<file path="src/rtl/add_pkg.sv">
// Shared constants for the adder result buffer: operand width, FIFO depth,
// stored entry width ({cout, sum}) and statistics counter width.
package add_pkg;

   localparam int W       = 64;
   localparam int DEPTH   = 4;
   localparam int ENTRY_W = W + 1;
   localparam int CNT_W   = 8;

endpackage : add_pkg

</file>
<file path="src/rtl/add_result_buffer_sat_cnt.sv">
// Saturating event counter: increments on en, holds at all-ones, never wraps.
module sat_cnt
   import add_pkg::*;
(
   input  logic             clk,
   input  logic             rst,
   input  logic             en,
   output logic [CNT_W-1:0] cnt
);

   // Next value: +1 unless already at the ceiling.
   function automatic logic [CNT_W-1:0] sat_inc(input logic [CNT_W-1:0] v);
      if (v == {CNT_W{1'b1}}) begin
         return v;
      end
      return v + {{(CNT_W-1){1'b0}}, 1'b1};
   endfunction

   // Counter register, cleared asynchronously by the active-low reset.
   always_ff @(posedge clk or negedge rst) begin
      if (!rst) begin
         cnt <= '0;
      end else if (en) begin
         cnt <= sat_inc(cnt);
      end
   end

endmodule : sat_cnt

</file>
<file path="src/rtl/add_result_buffer.sv">
// FIFO buffer sitting directly behind the 64-bit carry-select adder.
// Stores {cout, sum} entries, exposes occupancy, and keeps saturating
// statistics of carry-out results and results lost while full.
module add_result_buffer
   import add_pkg::*;
#(
   parameter int W     = add_pkg::W,
   parameter int DEPTH = add_pkg::DEPTH
) (
   input  logic                     clk,
   input  logic                     rst,
   input  logic                     in_valid,
   input  logic [W-1:0]             in_sum,
   input  logic                     in_cout,
   output logic                     in_ready,
   output logic                     out_valid,
   output logic [W:0]               out_data,
   input  logic                     out_ready,
   output logic [$clog2(DEPTH):0]   count,
   output logic [CNT_W-1:0]         carry_cnt,
   output logic [CNT_W-1:0]         drop_cnt
);

   localparam int AW = $clog2(DEPTH);
   localparam int CW = AW + 1;

   logic [W:0]    mem [DEPTH];
   logic [AW-1:0] wr_ptr;
   logic [AW-1:0] rd_ptr;
   logic          push;
   logic          pop;
   logic          drop;
   logic          carry_push;

   // Handshake flags decode from registered occupancy only; out_ready never
   // reaches in_ready, so a full buffer refuses a push even while popping.
   always_comb begin
      in_ready   = (count < CW'(DEPTH));
      out_valid  = (count != '0);
      push       = in_valid & in_ready;
      pop        = out_valid & out_ready;
      drop       = in_valid & ~in_ready;
      carry_push = push & in_cout;
      out_data   = mem[rd_ptr];
   end

   // Pointer and occupancy state; pointers wrap naturally at a power-of-two DEPTH.
   always_ff @(posedge clk or negedge rst) begin
      if (!rst) begin
         wr_ptr <= '0;
         rd_ptr <= '0;
         count  <= '0;
      end else begin
         if (push) begin
            wr_ptr <= wr_ptr + AW'(1);
         end
         if (pop) begin
            rd_ptr <= rd_ptr + AW'(1);
         end
         case ({push, pop})
            2'b10:   count <= count + CW'(1);
            2'b01:   count <= count - CW'(1);
            default: count <= count;
         endcase
      end
   end

   // Entry storage; contents need no reset because out_valid gates their use.
   always_ff @(posedge clk) begin
      if (push) begin
         mem[wr_ptr] <= {in_cout, in_sum};
      end
   end

   sat_cnt u_carry_cnt (
      .clk (clk),
      .rst (rst),
      .en  (carry_push),
      .cnt (carry_cnt)
   );

   sat_cnt u_drop_cnt (
      .clk (clk),
      .rst (rst),
      .en  (drop),
      .cnt (drop_cnt)
   );

endmodule : add_result_buffer

</file>
<file path="config.mk">
export PLATFORM = sky130hd
export DESIGN_NAME = add_result_buffer
export DESIGN_NICKNAME = d
export VERILOG_FILES = /design/src/rtl/add_pkg.sv /design/src/rtl/add_result_buffer_sat_cnt.sv /design/src/rtl/add_result_buffer.sv
export SDC_FILE = /design/constraint.sdc
export NUM_CORES = 1
export LEC_CHECK = 0
export ABC_AREA = 1
export CORE_ASPECT_RATIO = 1.2
export CORE_MARGIN = 1.5
export CORE_UTILIZATION = 30
export DETAILED_ROUTE_END_ITERATION = 6
export GPL_ROUTABILITY_DRIVEN = 1
export PLACE_DENSITY_LB_ADDON = 0.2
export SLEW_MARGIN = 20
export SYNTH_ARGS = -nofsm -noshare
export SYNTH_HDL_FRONTEND = slang
export SYNTH_SLANG_ARGS = --single-unit
</file>
<file path="constraint.sdc">
create_clock -name clk -period 5.3 [get_ports clk]
set_input_delay 1.06 -clock clk [delete_from_list [all_inputs] [get_ports clk]]
set_output_delay 1.06 -clock clk [all_outputs]
set_load 0.01 [all_outputs]
</file>
**Word level (Yosys, flattened, before mapping)**

Memory sizes are Yosys's and may differ from the RTL's.
Cells that the tools add are included.
W data, S select, Z words.

- Add/subtract/negate cells: 6
- $lt $le $gt $ge: 1
- Equality and inequality tests: 6
- Mux-type cells: 9
- Bitwise operators: 5
- Reductions and logical operators: 4

Operators with widths:

| operator | count |
|---|---|
| $add A8 B1 Y8 const B | 2 |
| $eq A8 B8 Y1 const B | 2 |
| $mux W8 | 2 |
| $mux W1 | 6 |
| $pmux W3 S2 | 1 |
| $add A2 B1 Y2 const B | 2 |
| $and A1 B1 Y1 | 4 |
| $ne A2 B2 Y1 const B | 2 |
| $reduce_and A2 Y1 | 2 |
| $add A3 B1 Y3 const B | 1 |
| $lt A3 B3 Y1 const B | 1 |
| $reduce_bool A3 Y1 | 1 |
| $sub A3 B1 Y3 const B | 1 |
| $eq A2 B1 Y1 const B | 1 |
| $eq A2 B2 Y1 const B | 1 |
| $reduce_bool A2 Y1 | 1 |
| $not A1 Y1 | 1 |

- Register bits after elaboration: 23
- Memory bits (writable): 260
- Bits of input ports: 69
- Output and inout bits: 86
- Logic and storage cells: 37
- Memories kept: 1

Memories:

| name | depth | bits a word | rd ports | clocked after memory_dff | wr ports | RTL line | text |
|---|---|---|---|---|---|---|---|
| mem | 4 | 65 | 1 | 0 | 1 | add_result_buffer.sv:27 | `logic [W:0] mem [DEPTH];` |

**Logic depth before layout (Yosys ltp)**

- Word-level depth: 6
- Mapped depth: 10
- Mapped depth without buffers: 10

**Cells and area by module**

A second synthesis with hierarchy kept.

- Cell total of the unflattened synthesis: 945
- Area, all modules: 11602.4 um^2

By module, submodules not included:

| module | times used | cells each | area an instance (um^2) | seq. area each (um^2) |
|---|---|---|---|---|
| add_result_buffer | 1 | 817 | 10666.5 | 7982.7 |
| sat_cnt | 2 | 64 | 467.9 | 200.2 |

**Worst setup path before layout**

Ideal clock, no wire load.

- Path type: input to register
- From: in in_valid
- To: mem mem[0][0] in the netlist's numbering, enable pin
- Library setup time: 0.489 ns
- Arrival: 3.959 ns
- Required time: 4.811 ns
- Setup slack: 0.852 ns
- Stages: 2
- Buffers on the path: 0
- Path through: nand2_1 -> nor2_1

- Cells in the longest elaborated chain, start to end: 3

RTL lines:

| element | RTL line | text |
|---|---|---|
| start, declared | add_result_buffer.sv:12 | `input logic in_valid,` |
| $and A1 B1 Y1 | add_result_buffer.sv:40 | `push = in_valid & in_ready;` |
| $mux W1 | add_result_buffer.sv:70 | `if (push) begin` |
| $mux W1 (not written as such) | add_result_buffer.sv:71 | `mem[wr_ptr] <= {in_cout, in_sum};` |
| end, declared | add_result_buffer.sv:27 |  |

No other way between the ends.

**Worst setup path in the final report**

- From: reg rd_ptr[0]
- To: out out_data[44]

- Cells in the longest elaborated chain, start to end: 1

RTL lines:

| element | RTL line | text |
|---|---|---|
| start, declared | add_result_buffer.sv:29 | `logic [AW-1:0] rd_ptr;` |
| start signal, assigned | add_result_buffer.sv:58 | `rd_ptr <= rd_ptr + AW'(1);` |
| $mem_v2 Z4 W65 | n/a |  |
| end, declared | add_result_buffer.sv:17 | `output logic [W:0] out_data,` |

No other way between the ends.

==> summary.txt <==
Setup path
  – Crit path buffers/inverters: 3
  – Critical Path End Type: primary output
  – CP Cell Sequence: inv_8 -> buf_4 -> o21ai_0 -> o22ai_2 -> clkdlybuf4s50_1
  – Slowest stage delay, CP: 760 ps
  – Crit path DAT: 3380 ps
  – Critical path fanouts, max: 114
  – CP Launch Type: flip-flop
  – CP Class: reg -> out
  – Crit-path slowest cell: inv_8
  – CP delay by family, top: buffers and inverters
  – WP data required: 4240 ps

Floorplanning
  – Die ar.: 39900 um^2
  – Die X: 183 um
  – Die Y: 219 um
  – Initial Util: 30.6%
  – Core area: 38000 um^2
  – Ports: 155
  – FP Rows: 78

Yosys
  – Synth area leaders: edfxtp_1 67%, o21ai_0 5.2%, o22ai_2 5.1%, dfrtp_1 5.0%, nor2_4 4.6%
  – Yosys top cell by area: edfxtp_1
  – Syn_nets: 875
  – Most common cell in the synthesized netlist: edfxtp_1
  – FFs w/ async S/R, synth: 8.13%
  – Synthesized flop and latch total: 283
  – Synthesized area: 11600 um^2
  – Primary FF master, synth: edfxtp_1
  – Post-synthesis sequential area ratio: 72.2%
  – Average cell area after synthesis: 14.6 um^2
  – YS warnings: 0
  – Post-synth EDFFs: 260
  – Synth top area share: 67.2%
  – Post-Syn Instances: 798
  – Synth unique cells: 27
  – Post-synth top cells: 260 x edfxtp_1, 120 x o21ai_0, 98 x nor2_1, 61 x nand2_1

Hold path
  – Min-Delay Path Class: reg -> reg

Timing
  – Period utilization: 83.8%
  – Final min period: 4440 ps
  – Relative slew slack: 28.8%
  – Fmax: 225 MHz
  – Max-slew violations: 0
  – Final Setup Violations: 0
  – Hold Violations, Final: 0
  – Post-Route Skew: 9.21 ps
  – Worst slew pin tran: 1070 ps
  – Setup TNS: 0 ps
  – RSZ-0062 raised after global routing: no

Power
  – Overall power: 8.07 mW
  – Pleak: 4.86 nW
  – VDD IR max: 0.407 mV
  – PwrDens: 554 nW/um^2

Global routing
  – Overflow left after global routing: 0
  – GRT Util Overall: 13.1%
  – Initial antenna violation count: 2
  – Largest net degree at the start of global routing: 115
  – First-pass GRT wire length: 40.0 mm
  – Vias in the first global route: 6841

Clocking
  – Clock buffer depth: 3
  – Hold buffers post-CTS: 0
  – TritonCTS Buffers: 31
  – Post CTS Setup Buffer Count: 0
  – CTS clk-pin slew, worst paths: 60 ps
  – CTS sink cnt: 283
  – Worst skew pair latency: 560 ps
  – CTS resizes: 0
  – Root buf cell: clkbuf_16
  – H-tree Lvls: 1
  – CTS tree: yes

Place
  – IO buf count: 154
  – Detailed Place HPWL: 14.3 mm
  – GPL Wtd Cong: 0.692

Detailed routing
  – Via count: 6728
  – Total wire length: 25.9 mm
  – Iter 0 DRT Violations: 319
  – Vias per inst: 4.61
  – DRC Markers: 0
  – Avg WL per Cell: 17.8 um
  – Pre-Repair DR Iteration Count: 4
  – Final ANT Viol Nets: 0

Run
  – Maxcap violations: 0

Cells and area
  – Number of antenna diodes: 0
  – Share of cells above drive strength 1: 16.5%
  – Filler cell count: 3564
  – Area grow syn2layout: 25.3%
  – Final nets: 1032

Outcome
  – Outcome: finished clean
[sequential cells by signal, indices dropped and copies added, names as in the netlist]
| name | flops |
|---|---|
| wr_ptr | 2 |
| u_drop_cnt.cnt | 8 |
| count | 3 |
| mem | 260 |
| rd_ptr | 2 |
| u_carry_cnt.cnt | 8 |
[path summary, 6_finish.rpt]
path / startpoint / to / slack [ps] / depth (start not counted)
min: count[0] / count[0] / 510 / 1
max: rd_ptr[0] / out_data[44] / 860 / 5
min reg2reg: count[0] / count[0] / 510 / 1
max in group asynchronous: rst / rd_ptr[0] / 4170 / 2
min in group asynchronous: rst / wr_ptr[1] / 860 / 2
max reg2reg: count[2] / mem[3][30] / 2930 / 4
[per-stage QoR]
step / hold slack, ps / setup WS (ps) / utilization [%] / instance area (um^2) / cells
after floorplan: 526 / 852 / - / 11600 / 798
after global placement: 497 / 1470 / 35.9 / 13600 / 1402
after detailed placement: 493 / 1460 / 35.9 / 13600 / 1402
after CTS: 505 / 836 / 38.3 / 14600 / 1460
after global routing: 511 / 699 / 38.3 / 14600 / 1460
final: 507 / 859 / 38.3 / 14600 / 1460
[final cells by class]
type / count / area [um^2] / share of cell area (%)
Clock buffer: 42 / 827 / 5.68
Clock inverter: 16 / 109 / 0.748
Inverter: 29 / 116 / 0.800
Multi-Input combinational cell: 444 / 2840 / 19.5
Sequential cell: 283 / 8390 / 57.6
Tap cell: 480 / 601 / 4.13
Timing Repair Buffer: 166 / 1670 / 11.5
[cell families (layout without fill, tap and decap cells)]
logic type | count (synthesis) | after routing | synth area share (%)
buffers and inverters | 71 | 253 | 3.61
xor gates and xnor gates | 8 | 8 | 0.603
and+or+nand+nor | 223 | 223 | 10.5
DFF | 283 | 283 | 72.2
AOI/OAI and AO/OA | 205 | 205 | 12.2
adders and majority gates | 8 | 8 | 0.926
[metal layers]
| layer | up-vias | GRT usage (%) | part of all wire [%] | wire [um] |
|---|---|---|---|---|
| li1 | 3228 | - | - | - |
| met1 | 3335 | 16.4 | 43 | 11200 |
| met2 | 131 | 23.0 | 51 | 13100 |
| met3 | 30 | 2.32 | 4.2 | 1090 |
| met4 | 4 | 3.99 | 1.8 | 465 |
| met5 | - | 0 | 0.089 | 23 |
[cells in the final DEF (no fill, tap or decap), drive strengths merged, types with 2 or more instances in the layout]
| master | instances |
|---|---|
| nand3 | 11 |
| buf | 12 |
| edfxtp | 260 |
| o22ai | 65 |
| clkbuf | 42 |
| ha | 7 |
| nand4 | 2 |
| clkdlybuf4s50 | 154 |
| clkinv | 12 |
| clkinvlp | 2 |
| a21oi | 2 |
| nand3b | 2 |
| xor2 | 4 |
| inv | 30 |
| nor2 | 145 |
| dfrtp | 23 |
| xnor2 | 4 |
| nand2 | 62 |
| o21ai | 138 |
[where the power goes]
part | switching [mW] | internal [mW]
Sequential | 0.180 | 2.80
Combinational | 1.76 | 1.35
Clock | 0.841 | 1.14
[worst register-to-register path, stage by stage, from the launching register on]
cell and delay, ps:
dfrtp_1 420, inv_2 120, nand2_1 330, nor2_4 730, buf_12 410
(Power assumes the default switching activity.)
